### config.mk
export PLATFORM = sky130hd
export DESIGN_NAME = doa_topk_judge
export DESIGN_NICKNAME = d
export VERILOG_FILES = /design/src/rtl/doa_pkg.sv /design/src/rtl/doa_topk_insert.sv /design/src/rtl/doa_topk_judge.sv
export SDC_FILE = /design/constraint.sdc
export NUM_CORES = 1
export LEC_CHECK = 0
export BUFFER_PORTS_ARGS = -buffer_cell sky130_fd_sc_hd__buf_2
export CAP_MARGIN = 20
export CORE_MARGIN = 10
export CORE_UTILIZATION = 34
export CTS_CLUSTER_DIAMETER = 60
export DETAILED_ROUTE_END_ITERATION = 12
export PLACE_DENSITY = 0.53
export SLEW_MARGIN = 20
export SYNTH_ARGS = -nofsm -noshare
export SYNTH_HDL_FRONTEND = slang
export SYNTH_SLANG_ARGS = --single-unit
### constraint.sdc
create_clock -name iclk -period 4 [get_ports iclk]
set_input_delay 0.8 -clock iclk [delete_from_list [all_inputs] [get_ports iclk]]
set_output_delay 0.8 -clock iclk [all_outputs]
set_load 0.005 [all_outputs]
### src/rtl/doa_pkg.sv
// Shared types, constants and FSM encoding for the DOA top-K judge.
// Latency: n/a (declarations only). Backpressure: n/a.
package doa_pkg;

    localparam int DOA_SPEC_W  = 48;
    localparam int DOA_ANGLE_W = 10;

    typedef logic signed [DOA_SPEC_W-1:0] spec_t;
    typedef logic [DOA_ANGLE_W-1:0]       angle_t;

    localparam spec_t DOA_SPEC_MAX = {1'b0, {(DOA_SPEC_W-1){1'b1}}};

    typedef enum logic [2:0] {
        IDLE,
        COLLECT,
        FLUSH,
        INSERT_LAST,
        DONE
    } doa_state_e;

    // Sample-history depth saturates at 2: only v[n-1] and v[n-2] matter.
    function automatic logic [1:0] hist_inc(input logic [1:0] n);
        return (n == 2'd2) ? n : n + 2'd1;
    endfunction

endpackage

### src/rtl/doa_topk_insert.sv
// NUM_SRC-deep list sorted by ascending signed value; ties keep the older entry first.
// Latency: one cycle per insert (parallel compare, then shift). Backpressure: none, accepts every cycle.
module doa_topk_insert #(
    parameter  int DOASEARCH_WIDTH = 48,
    parameter  int ANGLE_WIDTH     = 10,
    parameter  int NUM_SRC         = 4,
    localparam int CNT_W           = $clog2(NUM_SRC + 1)
) (
    input  logic                              iclk,
    input  logic                              irst,
    input  logic                              iclr,
    input  logic                              iins,
    input  logic signed [DOASEARCH_WIDTH-1:0] ival,
    input  logic        [ANGLE_WIDTH-1:0]     iang,
    output logic        [ANGLE_WIDTH-1:0]     oangle [0:NUM_SRC-1],
    output logic signed [DOASEARCH_WIDTH-1:0] ovalue [0:NUM_SRC-1],
    output logic        [CNT_W-1:0]           ocount
);

    localparam logic signed [DOASEARCH_WIDTH-1:0] VAL_MAX = {1'b0, {(DOASEARCH_WIDTH-1){1'b1}}};

    logic [NUM_SRC-1:0] vld_q;
    logic [NUM_SRC-1:0] le;
    logic [NUM_SRC-1:0] prev_le;
    logic [NUM_SRC-1:0] nxt_vld;
    logic signed [DOASEARCH_WIDTH-1:0] nxt_val [0:NUM_SRC-1];
    logic        [ANGLE_WIDTH-1:0]     nxt_ang [0:NUM_SRC-1];

    // le is a prefix mask: entries that stay ahead of the new candidate.
    always_comb begin
        le = '0;
        for (int i = 0; i < NUM_SRC; i++) begin
            le[i] = vld_q[i] && (ovalue[i] <= ival);
        end
    end

    always_comb begin
        prev_le = '1;
        for (int i = 1; i < NUM_SRC; i++) begin
            prev_le[i] = le[i-1];
        end
    end

    always_comb begin
        nxt_vld = vld_q;
        nxt_val = ovalue;
        nxt_ang = oangle;
        for (int i = 0; i < NUM_SRC; i++) begin
            if (!le[i] && prev_le[i]) begin
                nxt_vld[i] = 1'b1;
                nxt_val[i] = ival;
                nxt_ang[i] = iang;
            end
        end
        for (int i = 1; i < NUM_SRC; i++) begin
            if (!le[i] && !prev_le[i]) begin
                nxt_vld[i] = vld_q[i-1];
                nxt_val[i] = ovalue[i-1];
                nxt_ang[i] = oangle[i-1];
            end
        end
    end

    // A candidate no better than a full list's tail leaves le all-ones and is dropped.
    always_ff @(posedge iclk) begin
        if (irst || iclr) begin
            vld_q  <= '0;
            ocount <= '0;
            for (int i = 0; i < NUM_SRC; i++) begin
                ovalue[i] <= VAL_MAX;
                oangle[i] <= '0;
            end
        end else if (iins && !le[NUM_SRC-1]) begin
            vld_q  <= nxt_vld;
            ovalue <= nxt_val;
            oangle <= nxt_ang;
            if (!vld_q[NUM_SRC-1]) begin
                ocount <= ocount + CNT_W'(1);
            end
        end
    end

endmodule

### src/rtl/doa_topk_judge.sv
// Scans a DOA pseudo-spectrum, keeps the NUM_SRC deepest local minima (DOA_JUDGE_THRESH_EN adds ithresh).
// Latency: odone three cycles after the ilast handshake. Backpressure: oready high only while collecting.
module doa_topk_judge
    import doa_pkg::*;
#(
    parameter  int DOASEARCH_WIDTH = 48,
    parameter  int ANGLE_WIDTH     = 10,
    parameter  int NUM_SRC         = 4,
    localparam int CNT_W           = $clog2(NUM_SRC + 1)
) (
    input  logic                              iclk,
    input  logic                              irst,
    input  logic                              istart,
    input  logic                              ivalid,
    output logic                              oready,
    input  logic signed [DOASEARCH_WIDTH-1:0] ispec,
    input  logic        [ANGLE_WIDTH-1:0]     iangle,
    input  logic                              ilast,
`ifdef DOA_JUDGE_THRESH_EN
    input  logic signed [DOASEARCH_WIDTH-1:0] ithresh,
`endif
    output logic        [ANGLE_WIDTH-1:0]     oangle [0:NUM_SRC-1],
    output logic signed [DOASEARCH_WIDTH-1:0] ovalue [0:NUM_SRC-1],
    output logic        [CNT_W-1:0]           ocount,
    output logic                              odone,
    output logic                              obusy
);

    doa_state_e state_q;

    logic signed [DOASEARCH_WIDTH-1:0] cur_val;
    logic signed [DOASEARCH_WIDTH-1:0] prev_val;
    logic        [ANGLE_WIDTH-1:0]     cur_ang;
    logic        [1:0]                 nsamp;
    logic                              cand_vld;
    logic signed [DOASEARCH_WIDTH-1:0] cand_val;
    logic        [ANGLE_WIDTH-1:0]     cand_ang;
    logic                              cur_pass;
    logic                              accept;
    logic                              list_clr;

`ifdef DOA_JUDGE_THRESH_EN
    logic signed [DOASEARCH_WIDTH-1:0] thresh_q;
    assign cur_pass = (cur_val <= thresh_q);
`else
    assign cur_pass = 1'b1;
`endif

    assign accept   = ivalid && oready;
    assign list_clr = (state_q == IDLE) && istart;

    // cur is judged once its right neighbour arrives; the verdict is inserted the following cycle.
    always_ff @(posedge iclk) begin
        if (irst) begin
            state_q  <= IDLE;
            oready   <= 1'b0;
            obusy    <= 1'b0;
            odone    <= 1'b0;
            cand_vld <= 1'b0;
            cand_val <= '0;
            cand_ang <= '0;
            cur_val  <= '0;
            prev_val <= '0;
            cur_ang  <= '0;
            nsamp    <= '0;
`ifdef DOA_JUDGE_THRESH_EN
            thresh_q <= '0;
`endif
        end else begin
            odone    <= 1'b0;
            cand_vld <= 1'b0;
            case (state_q)
                IDLE: begin
                    if (istart) begin
                        state_q <= COLLECT;
                        oready  <= 1'b1;
                        obusy   <= 1'b1;
                        nsamp   <= '0;
`ifdef DOA_JUDGE_THRESH_EN
                        thresh_q <= ithresh;
`endif
                    end
                end
                COLLECT: begin
                    if (accept) begin
                        prev_val <= cur_val;
                        cur_val  <= ispec;
                        cur_ang  <= iangle;
                        nsamp    <= hist_inc(nsamp);
                        cand_val <= cur_val;
                        cand_ang <= cur_ang;
                        if (nsamp == 2'd1) begin
                            cand_vld <= cur_pass && (cur_val <= ispec);
                        end else if (nsamp == 2'd2) begin
                            cand_vld <= cur_pass && (cur_val < prev_val) && (cur_val <= ispec);
                        end
                        if (ilast) begin
                            state_q <= FLUSH;
                            oready  <= 1'b0;
                        end
                    end
                end
                FLUSH: begin
                    // Endpoint: a lone sample always qualifies, otherwise it must dip below its left neighbour.
                    cand_val <= cur_val;
                    cand_ang <= cur_ang;
                    cand_vld <= cur_pass && ((nsamp == 2'd1) || (cur_val < prev_val));
                    state_q  <= INSERT_LAST;
                end
                INSERT_LAST: begin
                    state_q <= DONE;
                    odone   <= 1'b1;
                end
                DONE: begin
                    state_q <= IDLE;
                    obusy   <= 1'b0;
                end
                default: begin
                    state_q <= IDLE;
                    oready  <= 1'b0;
                    obusy   <= 1'b0;
                end
            endcase
        end
    end

    doa_topk_insert #(
        .DOASEARCH_WIDTH (DOASEARCH_WIDTH),
        .ANGLE_WIDTH     (ANGLE_WIDTH),
        .NUM_SRC         (NUM_SRC)
    ) u_list (
        .iclk   (iclk),
        .irst   (irst),
        .iclr   (list_clr),
        .iins   (cand_vld),
        .ival   (cand_val),
        .iang   (cand_ang),
        .oangle (oangle),
        .ovalue (ovalue),
        .ocount (ocount)
    );

endmodule

### After elaboration in Yosys (flattened, before gate mapping)

Cells that the tools add are included.

| operators by class | value |
|---|---|
| add/subtract/negate cells | 2 |
| magnitude comparators | 6 |
| equality and inequality tests | 10 |
| muxes and demuxes | 40 |
| bitwise gates (word level) | 4 |
| reduce and logical (&&, ||, !) cells | 39 |

Operators by type and width:

| kind | count |
|---|---|
| two-way mux 48 bit | 7 |
| <= comparator 48 bit | 5 |
| one-hot mux 48 bit (2 select lines) | 1 |
| two-way mux 10 bit | 7 |
| < comparator 48 bit | 1 |
| one-hot mux 10 bit (2 select lines) | 1 |
| AND reduction 2 bit | 8 |
| logical AND 1 bit | 14 |
| two-way mux 1 bit | 13 |
| one-hot mux 3 bit (4 select lines) | 1 |
| nonzero test 2 bit | 5 |
| two-way mux 3 bit | 3 |
| inequality test 2 bit (second input constant) | 4 |
| AND reduction 4 bit | 2 |
| == test 3 x 2 -> 1 bit (second input constant) | 2 |
| two-way mux 2 bit | 3 |
| OR reduction 3 bit | 2 |
| logical NOT 1 bit | 4 |
| NOT 1 bit | 4 |
| one-hot mux 1 bit (2 select lines) | 2 |
| one-hot mux 2 bit (2 select lines) | 1 |
| adder 3 x 1 -> 3 bit (second input constant) | 1 |
| == test 3 x 1 -> 1 bit (second input constant) | 1 |
| == test 3 bit (second input constant) | 1 |
| 7 further kinds | 8 |

| storage, ports and cells | value |
|---|---|
| bits in registers | 412 |
| input bits | 63 |
| output and inout bits | 238 |
| word-level logic and storage cells | 125 |

### Depth between registers and ports, before layout

| logic depth | value |
|---|---|
| word-level depth | 6 |
| gate-level depth with buffers | 15 |
| gate-level depth less buffers | 11 |

### By module

From an unflattened synthesis, not the netlist that was laid out.

| second synthesis, totals | value |
|---|---|
| cells, all modules | 2730 |
| area, all modules | 22427.8 um2 |

By module, submodules not included:

| module | instances | cells an instance | area an instance (um2) | seq. area each (um2) |
|---|---|---|---|---|
| doa_topk_insert | 1 | 1631 | 14029.7 | 4784.6 |
| doa_topk_judge | 1 | 1099 | 8398.1 | 3463.3 |

### Worst setup path after synthesis

Ideal clock, no wire load.

| timing | value |
|---|---|
| kind | flip-flop to flip-flop |
| start point | register cand_val[43] |
| end point | register u_list.ovalue[16] (netlist bit) |
| setup time | 0.134 ns |
| arrival | 3.070 ns |
| required time | 3.866 ns |
| slack | 0.795 ns |
| cell stages (with the launch flop) | 14 |
| buffers on the path | 3 |
| period minus slack after synthesis | 3.205 ns |
| cells stage by stage | dfxtp_1 > inv_1 > ha_1 > nand4_1 > or4_1 > or4_4 > a311oi_2 > o21bai_2 > and4b_1 > buf_6 > nor2_4 > buf_6 > buf_12 > a22oi_2 |

| between the ends | value |
|---|---|
| word-level cells in the longest chain between the ends | 6 |
| elaborated cells between the ends (all ways) | 12 |
| classes of those cells | order compare: 2; mux: 1; reduce/logical: 9 |

RTL lines:

| element | line | source |
|---|---|---|
| start: declaration | doa_topk_judge.sv:36 | `logic signed [DOASEARCH_WIDTH-1:0] cand_val;` |
| start signal: assignment | doa_topk_judge.sv:90 | `cand_val <= cur_val;` |
| start signal: assignment | doa_topk_judge.sv:105 | `cand_val <= cur_val;` |
| <= comparator 48 bit | doa_topk_insert.sv:33 | `le[i] = vld_q[i] && (ovalue[i] <= ival);` |
| logical AND 1 bit | doa_topk_insert.sv:33 |  |
| logical NOT 1 bit, on equally long branches | doa_topk_insert.sv:49, doa_topk_insert.sv:56, doa_topk_insert.sv:73 |  |
| logical AND 1 bit, on equally long branches | doa_topk_insert.sv:56, doa_topk_insert.sv:49 |  |
| nonzero test 2 bit (no line) | - |  |
| AND reduction 2 bit (no line) | - |  |
| end signal: assignment | doa_topk_insert.sv:75 | `ovalue <= nxt_val;` |
| end: declaration | doa_topk_insert.sv:16 | `output logic signed [DOASEARCH_WIDTH-1:0] ovalue [0:NUM_SRC-1],` |

Parallel ways exist; a longest one is shown, timed or not.
A chain may end at the register's enable or synchronous reset.

### Final worst setup path

| timing | value |
|---|---|
| start point | register cand_val[47] |
| end point | register u_list.oangle[34] (netlist bit) |

| between the ends | value |
|---|---|
| word-level cells in the longest chain between the ends | 5 |
| elaborated cells between the ends (all ways) | 8 |
| classes of those cells | order compare: 2; bitwise: 1; reduce/logical: 5 |

RTL lines:

| element | line | source |
|---|---|---|
| <= comparator 48 bit | doa_topk_insert.sv:33 |  |
| logical AND 1 bit | doa_topk_insert.sv:33 |  |
| logical NOT 1 bit | doa_topk_insert.sv:73 | `end else if (iins && !le[NUM_SRC-1]) begin` |
| logical AND 1 bit | doa_topk_insert.sv:73 |  |
| AND reduction 2 bit (no line) * | - |  |
| end signal: assignment | doa_topk_insert.sv:76 | `oangle <= nxt_ang;` |
| end: declaration | doa_topk_insert.sv:15 | `output logic [ANGLE_WIDTH-1:0] oangle [0:NUM_SRC-1],` |

Every way passes the cells marked *; elsewhere a longest branch is shown, timed or not.

==> metrics.md <==
| Metric | Value |
|---|---|
| Final antenna-violating net count | `0` |
| Die width | `278.4 um` |
| Synth async-reset ratio | `0%` |
| Tcrit/Tclk final | `93.58%` |
| Final Hold Vio Count | `0` |
| DRC viols | `0` |
| Synth cell count leaders | `a21oi_1 (483), nand2_1 (467), dfxtp_1 (412)` |
| Pre-antenna DRT Iters | `5` |
| Clock Path Buffers | `3` |
| Antenna violations before repair | `8` |
| Pwr Density | `347.9 mW/mm2` |
| CTS buffer count | `49` |
| PortBufs | `300` |
| Final worst path period need | `3.743 ns` |
| Gate power share | `4.8%` |
| Library cells used by synthesis | `69` |
| Crit. End Element | `flip-flop` |
| RSZ-0062 raised after global routing | `false` |
| DR vias/cell | `5.458` |
| Nets | `3352` |
| Fmax | `267.1 MHz` |
| Mapped Area | `0.02270 mm2` |
| Most common cell in the netlist | `a21oi_1` |
| Yosys warnings | `0` |
| Global route overflow | `0` |
| Yosys top cell area share | `36.34%` |
| Final setup fails | `0` |
| Ys flop type | `dfxtp_1` |
| Share of cells above drive strength 1 | `18.49%` |
| Flops & latches, synth | `412` |
| Worst-path clk slew | `0.06 ns` |
| Via Count | `21319` |
| Sequential share of power | `44.3%` |
| Max cap viols | `0` |
| Root buf cell | `clkbuf_16` |
| Critical path class | `reg -> reg` |
| Critical Path Fanout Max | `25` |
| Avg Cell Area, Syn | `8.265 um2` |
| Row count | `94` |
| Htree depth | `2` |
| Core ar. | `0.06598 mm2` |
| GRT Total Usage | `20.83%` |
| Synthesized Nets | `3099` |
| Layout area overhead | `18.90%` |
| Max-slew violations | `0` |
| Total power | `9389 uW` |
| Leak | `0.01098 uW` |
| Routed WL | `83.82 mm` |
| Outcome | `completed` |
| DRT iter0 DRCs | `1514` |
| IO Count | `301` |
| EDFF count, synth | `0` |
| Crit start category | `flip-flop` |
| Dominant cell type by area after synthesis | `dfxtp_1` |
| Later-pin clock latency in the skew report | `0.61 ns` |
| Largest net degree at the start of global routing | `107` |
| Pint | `7146 uW` |
| Peak supply drop | `0.2808 mV` |
| Dominant cells by area after synthesis | `dfxtp_1 (36%), ha_1 (16%), a21oi_1 (11%)` |
| Die area | `0.07749 mm2` |
| Worst path slowest cell | `or4_4` |
| Vias in the first global route | `20635` |
| Post-layout util | `40.90%` |
| Min-Delay Path Class | `in -> reg` |
| Average wire per standard cell | `21.46 um` |
| Clock sink count | `412` |
| CP required | `4.53 ns` |
| Clock power frac | `50.9%` |
| First-pass GRT wire length | `127.5 mm` |
| Switch share | `23.89%` |
| Sequential cell area fraction in the yosys report | `36.34%` |
| Data arrival time of the worst path | `4.27 ns` |
| Post-Syn Instances | `2746` |
| Max Clock Skew | `0.02516 ns` |
| NetSw | `2243 uW` |
| CP cell instances | `inv_1, ha_1, nand4_1, or4_1, or4_4, a311oi_2, o21bai_2, nand4b_4, buf_4, and2_4, nand2_1, a21oi_1` |
| TritonCTS clock tree | `done` |
| Slew Limit Headroom | `24.94%` |
| Worst path max stage delay | `0.61 ns` |
| Chip height | `278.4 um` |
| Final HPWL from detailed placement | `63.21 mm` |
| Worst-Margin Slew | `1.126 ns` |
| Gpl congestion | `0.8970` |
| # hold bufs at CTS | `0` |
| Initial core utilization | `34.40%` |
## through the flow
step | cell area, um2 | std cells | hold slack (ns) | setup WS, ns | setup TNS (ns)
3_3_place_gp | 25220 | 3811 | 0.4415 | -0.09476 | -3.248
4_1_cts | 26960 | 3902 | 0.3989 | 0.02175 | 0
2_1_floorplan | 22700 | 2746 | 0.4363 | 0.7953 | 0
6_report | 26990 | 3906 | 0.4287 | 0.2566 | 0
5_1_grt | 26980 | 3904 | 0.4245 | 0.007792 | 0
3_5_place_dp | 25230 | 3811 | 0.4463 | -0.1268 | -2.247
## sequential cells by signal, indices dropped and copies added, names as in the netlist
name,flops
prev_val,48
u_list.ocount,3
obusy,1
cur_ang,10
cand_vld,1
u_list.oangle,40
state_q,3
cur_val,48
u_list.vld_q,4
oready,1
cand_val,48
cand_ang,10
odone,1
nsamp,2
u_list.ovalue,192
## power groups by stage
stage / Sequential, uW / Combinational (uW) / Clock (uW)
finish: 4160 / 455 / 4780
global route: 4160 / 505 / 5030
CTS: 4160 / 459 / 4870
detailed placement: 4250 / 457 / 0
global placement: 4250 / 451 / 0
floorplan: 4240 / 287 / 0
## kinds of logic (layout without fill, tap and decap cells)
kind of cell / after synthesis / after routing / share of synthesized area [%]
AO/OA/AOI/OAI: 960 / 960 / 25.96
flip-flops: 412 / 412 / 36.34
multiplexers: 19 / 19 / 0.8544
adder cells (fa/ha/maj): 290 / 290 / 15.99
AND/OR/NAND/NOR: 727 / 727 / 14.06
XOR/XNOR: 5 / 5 / 0.1930
buffers and inverters: 333 / 626 / 6.599
other: 0 / 3 / 0
## area by class of cell
| class | count | area [um2] |
|---|---|---|
| multi-input combinational | 2001 | 13050 |
| tap | 864 | 1081 |
| timing repair buffer | 378 | 2285 |
| clock inverter | 21 | 256.5 |
| fill | 6688 | 38990 |
| inverter | 157 | 589.3 |
| clock buffer | 70 | 1468 |
| sequential | 412 | 8248 |
| antenna | 3 | 7.507 |
## worst max-delay path: cells and delay by family (launching register included)
| kind | cells | cell delay [ns] |
|---|---|---|
| adder cells (fa/ha/maj) | 1 | 0.42 |
| buffers and inverters | 2 | 0.41 |
| AND/OR/NAND/NOR | 6 | 1.82 |
| AO/OA/AOI/OAI | 3 | 0.62 |
| flip-flops | 1 | 0.40 |
## routing by layer
layer / GRT usage, % / routed length [um]
met1: 26.23 / 36440
met2: 34.08 / 38330
met3: 5.331 / 6402
met4: 7.149 / 2550
met5: 0 / 100
## repair_timing
action,in CTS,in global routing
gates resized for setup,1,3
endpoints found under the setup margin,57,71
pin swaps,0,1
setup buffers,0,1
## cell usage in the layout, fill, tap and decap left out, types with 7 or more instances in the layout
| cell | count |
|---|---|
| nor2_1 | 84 |
| o211ai_2 | 40 |
| a221oi_1 | 11 |
| dfxtp_1 | 412 |
| nand2_1 | 464 |
| inv_1 | 157 |
| a22oi_1 | 16 |
| ha_1 | 290 |
| o2111ai_1 | 7 |
| clkbuf_8 | 12 |
| nor2b_1 | 14 |
| nand3b_1 | 8 |
| a21oi_1 | 481 |
| clkbuf_16 | 51 |
| o21ai_1 | 45 |
| o211ai_1 | 20 |
| a21o_1 | 44 |
| o21ai_0 | 117 |
| nor4_1 | 8 |
| and4_1 | 11 |
| nand3_1 | 38 |
| nand4_1 | 53 |
| clkinv_2 | 8 |
| buf_12 | 15 |
| a22oi_2 | 31 |
| buf_2 | 299 |
| clkbuf_1 | 7 |
| buf_4 | 62 |
| nor3_1 | 15 |
| mux2i_1 | 18 |
| o22ai_1 | 106 |
## path summary, 6_finish.rpt
path | from | end | slack (ns) | cells after the start
worst min register to register | prev_val[10]$_SDFFE_PP0P_ | prev_val[10]$_SDFFE_PP0P_ | 0.45 | 2
worst max register to register | cand_val[47]$_SDFFE_PP0P_ | u_list.oangle[34]$_SDFFE_PP0P_ | 0.26 | 12
worst max-delay path | cand_val[47]$_SDFFE_PP0P_ | u_list.oangle[34]$_SDFFE_PP0P_ | 0.26 | 12
worst min-delay path | iangle[9] | cur_ang[9]$_SDFFE_PP0P_ | 0.43 | 3
Power figures use the tool's default switching activity.
